$ cat config.mk
export PLATFORM = sky130hd
export DESIGN_NAME = decoder_nor_gate
export DESIGN_NICKNAME = d
export VERILOG_FILES = /design/src/rtl/decoder_nor_gate.sv
export SDC_FILE = /design/constraint.sdc
export NUM_CORES = 1
export LEC_CHECK = 0
export CELL_PAD_IN_SITES_DETAIL_PLACEMENT = 0
export CELL_PAD_IN_SITES_GLOBAL_PLACEMENT = 1
export CORE_AREA = 2 2 39 41
export CTS_BUF_LIST = sky130_fd_sc_hd__clkbuf_2 sky130_fd_sc_hd__clkbuf_4 sky130_fd_sc_hd__clkbuf_8
export DETAILED_ROUTE_END_ITERATION = 6
export DIE_AREA = 0 0 41 43
export PLACE_DENSITY_LB_ADDON = 0.05
export SETUP_SLACK_MARGIN = 0.02
export SYNTH_ARGS = -nofsm -noshare
export SYNTH_HDL_FRONTEND = slang
export SYNTH_SLANG_ARGS = --single-unit
$ cat constraint.sdc
create_clock -name clk -period 0.8 [get_ports clk]
set_clock_uncertainty 0.05 [all_clocks]
set_input_delay 0.16 -clock clk [delete_from_list [all_inputs] [get_ports clk]]
set_output_delay 0.16 -clock clk [all_outputs]
set_load 0.01 [all_outputs]
$ cat src/rtl/decoder_nor_gate.sv
// Registered bit-parallel 2-input NOR built from per-lane 2:4 one-hot decoders.
// Each lane decodes {a[i], b[i]} (a is MSB) onto four lines; the NOR result is
// line 0 of that lane. The decoder lines are exported so downstream blocks can
// derive the other two-input gates from the same registered lines.
module decoder_nor_gate #(
    parameter int unsigned WIDTH = 1
) (
    input  logic                 clk,
    input  logic                 rst_n,
    input  logic [WIDTH-1:0]     a,
    input  logic [WIDTH-1:0]     b,
    input  logic                 in_valid,
    output logic [WIDTH-1:0]     nor_out,
    output logic [4*WIDTH-1:0]   dec_out,
    output logic                 out_valid
);

    localparam int unsigned DEC_W  = 4 * WIDTH;
    localparam int unsigned LANE_W = 4;

    logic [DEC_W-1:0] dec_c;
    logic [WIDTH-1:0] nor_c;

    logic [WIDTH-1:0] nor_d,   nor_q;
    logic [DEC_W-1:0] dec_d,   dec_q;
    logic             valid_d, valid_q;

    // Per-lane 2:4 decode; NOR is taken straight from line 0 of each lane.
    always_comb begin
        dec_c = '0;
        nor_c = '0;
        for (int i = 0; i < int'(WIDTH); i++) begin
            unique case ({a[i], b[i]})
                2'b00:   dec_c[LANE_W*i +: LANE_W] = 4'b0001;
                2'b01:   dec_c[LANE_W*i +: LANE_W] = 4'b0010;
                2'b10:   dec_c[LANE_W*i +: LANE_W] = 4'b0100;
                default: dec_c[LANE_W*i +: LANE_W] = 4'b1000;
            endcase
            nor_c[i] = dec_c[LANE_W*i];
        end
    end

    // Capture on in_valid, otherwise hold data; the valid flag is a one-cycle strobe.
    always_comb begin
        nor_d   = nor_q;
        dec_d   = dec_q;
        valid_d = 1'b0;
        if (in_valid) begin
            nor_d   = nor_c;
            dec_d   = dec_c;
            valid_d = 1'b1;
        end
    end

    // Output registers; reset clears every decoder line (deliberately not one-hot).
    always_ff @(posedge clk or negedge rst_n) begin
        if (!rst_n) begin
            nor_q   <= '0;
            dec_q   <= '0;
            valid_q <= 1'b0;
        end else begin
            nor_q   <= nor_d;
            dec_q   <= dec_d;
            valid_q <= valid_d;
        end
    end

    assign nor_out   = nor_q;
    assign dec_out   = dec_q;
    assign out_valid = valid_q;

endmodule

==> results <==
- The net count after synthesis is 22.
- Synthesis instantiated 8 different standard cells from the library.
- Across the VDD grid, the largest voltage drop is between 0.7 and 0.8 mV.
- Setup repair after global routing could not meet its margin everywhere.
- Once layout is complete, the utilization of the core stands at 0.248.
- The cell chosen for the clock root is sky130_fd_sc_hd__clkbuf_4.
- Of the synthesized area, sequential elements account for 0.633.
- The cell area after synthesis is 198 sq um.
- The global-route wire length before repair is 765 um.
- The sum of routed wire length over all layers is between 400 and 500 um.
- In this run the remaining antenna-violating nets after routing total 0.
- The power per unit of standard cell area is 2090 nW/um^2.
- met1 is the most crowded layer.
- The number of diodes is 0.
- The routing usage on met1 is 0.0984.
- In the post-route analysis, the smallest setup slack over all paths is -0.163 ns.
- Dividing the detail-routed wire length by the instance count gives between 9 and 10 um.
- For this run, the slowest stage of the critical path takes between 0.3 and 0.4 ns.
- The H-tree level count is 1.
- The count of endpoints failing hold in the final timing report is 0.
- The net load switching power is between 0.15 and 0.2 mW.
- The die is ~41 um wide.
- The area overhead of the layout relative to synthesis is 73.4%.
- The met3 demand-to-capacity share in global routing is 0.0366.
- The via count of the first global-routing pass is 173.
- The final weighted congestion in routability-driven placement is about 0.7.
- The number of fill cells is 155.
- The clock passes through at most 2 buffers.
- The floorplan row count is 14.
- The global-route met2 utilization is 0.0750.
- Measured against its own limit, the worst slew margin works out to 0.832.
- The CTS tree is built.
- The share of total power dissipated in combinational logic is 0.153.
- The starting utilization of the core area is 0.143.
- After synthesis the netlist holds a flip-flop and latch count of 5.
- The mean post-synth cell area is roughly 12 sq um.
- In this run, CTS created clock tree buffers numbering 3.
- The per-cell via count in the routed design is between 3 and 4.
- The checks that failed: setup timing.
- The post-route fraction of the period consumed by the critical path is 1.20.
- The fmax is 1040 MHz.
- Counting both buffers and inverters, the worst setup path holds a total of 1.
- Leaving out fill and tap cells, the most frequent cells in the layout are sky130_fd_sc_hd__dfrtp_1, sky130_fd_sc_hd__buf_2, sky130_fd_sc_hd__clkbuf_4, sky130_fd_sc_hd__buf_4.
- In this run the tool buffered the top-level ports with 10 buffer cells.
- The path type of the worst setup path is flip-flop to output port.
- Setup total negative slack on the finished layout was measured at -1.03 ns.
- The kind of capture point of the worst setup path is an output port.
- The detailed-router iteration count before antenna repair is 4.
- The tool flagged a number of max-cap violations equal to 0.
- Entering global routing, the biggest net connects 8 pins.
- Across all hold checks on the routed design, the worst slack comes to slightly above 0.1 ns.
- Overall power consumption after layout is estimated at just over 0.7 mW.
- Cell internal power was estimated by the tool at 0.557 mW.
- In the global route stage, overall resource usage came out at 0.0737.
- The fraction of layout cells with a size suffix above 1 is 0.441.
- Walking the worst path, the cells encountered are buf_2.
- The data arrival at the endpoint of the critical path is around 0.75 ns.
- The final number of max-transition violations was 0.
- In the routed design, unresolved DRC markers number 0.
- The portion of total power attributed to the clock network is 0.454.
- The Yosys step of the flow raised 0 warnings.
- After floorplanning, the core was sized to cover 1380 sq um.
- The violation count after the first detailed-route iteration is 3.
- The number of antenna violations at the first check in global routing is 0.
- The chip height is between 40 and 50 um.
- The flow ran to the end, but the final reports show violations.
- The slew at the pin closest to its max-slew limit is about 0.25 ns.
- Subtracting the final worst setup slack from the clock period gives 0.963 ns.
- The worst min-delay path class is input pin to asynchronous set/reset pin.
- Of the total power, registers draw 0.393.
- The number of I/O pins is 11.
- The total overflow reported by the global router is 0.
- The die covers between 1500 and 2000 sq um.
- The net count of the finished layout is 40.
- The analysis attributes to cell leakage a power of 0.177 nW.
- The switching part of the total is 0.223.
- The number of clock sinks is 5.
- In this run the worst path has a maximum fanout of 3.
- The overall via count from detail_route is 174.
- The summed area of non-filler cells in the final layout is roughly 340 sq um.
- The critical path data required time is 0.59 ns.
- The final setup violation count is 7.
- The kind of cell adding the most delay to the critical path is flip-flops.
- The placed standard-cell area is approximately 330 sq um.
- The synthesized netlist cell count is 17.
- The kind of launch point of the worst setup path is a flip-flop.
- For this design, the slowest cell found on the critical path is sky130_fd_sc_hd__dfrtp_1.
- The latest clock arrival within the worst-skew pair is around 0.24 ns.
- After clock tree synthesis, the clock-pin slew on the worst setup and hold paths is approximately 0.050 ns.
[path summary, 6_finish.rpt]
check	endpoint	cells past startpoint	slack, ns	from
worst max-delay path	nor_out	1	-0.16	dec_out[0]$_DFFE_PN0P_
worst min-delay path	dec_out[1]$_DFFE_PN0P_	1	0.10	rst_n
worst max register to register	dec_out[0]$_DFFE_PN0P_	2	-0.12	dec_out[0]$_DFFE_PN0P_
worst min register to register	dec_out[2]$_DFFE_PN0P_	2	0.49	dec_out[2]$_DFFE_PN0P_
max in group asynchronous	dec_out[2]$_DFFE_PN0P_	1	0.39	rst_n
min in group clk	dec_out[3]$_DFFE_PN0P_	3	0.32	a
[through the flow]
stage | worst slack (ns) | cells
2_1_floorplan | -0.0419 | 17
3_3_place_gp | -0.373 | 45
3_5_place_dp | -0.380 | 45
4_1_cts | -0.178 | 49
5_1_grt | -0.213 | 50
6_report | -0.163 | 50
[power by group through the flow]
| stage | clock [mW] | combinational (mW) | sequential (mW) |
|---|---|---|---|
| 6_report | 0.325 | 0.110 | 0.282 |
| 5_1_grt | 0.362 | 0.123 | 0.284 |
| 3_3_place_gp | 0 | 0.130 | 0.286 |
| 2_1_floorplan | 0 | 0.0288 | 0.296 |
| 3_5_place_dp | 0 | 0.129 | 0.286 |
| 4_1_cts | 0.340 | 0.102 | 0.282 |
[synth_stat cells (all sizes together)]
cell type / number / area (sq um)
dfrtp: 5 / 125
inv: 3 / 11.3
o21ai: 3 / 15.0
nand3b: 2 / 15.0
buf: 1 / 7.51
mux2: 1 / 15.0
nand3: 1 / 5.00
nor2: 1 / 3.75
[kinds of logic (layout without fill, tap and decap cells)]
group,after synthesis,in the layout,share of synthesized area
DFF,5,5,0.633
and+or+nand+nor,4,4,0.120
buffers and inverters,4,21,0.0949
AOI/OAI and AO/OA,3,3,0.0759
muxes,1,1,0.0759
[registers in the layout, summed over array words and instances (netlist names)]
register / count
dec_out: 4
out_valid: 1
[timing repair]
action | CTS | global route
hold buffers | 0 | 0
setup buffers | 0 | 1
pin swaps | 0 | 0
endpoints found under the setup margin | 10 | 7
gates cloned | 0 | 0
resized for setup | 27 | 1
[final cells by class]
cell class	count	area [sq um]	area share
Sequential cell	5	125	0.365
Timing Repair Buffer	14	103	0.299
Multi-Input combinational cell	8	53.8	0.157
Clock buffer	4	30.0	0.0876
Tap cell	16	20.0	0.0584
Inverter	3	11.3	0.0328
[metal layers]
layer  share of wire  up-vias
met1            0.49       76
met3            0.11        0
met4               0        0
met2            0.40       10
met5               0        -
li1                -       88
Note: power is estimated with default switching activity, not from simulation.
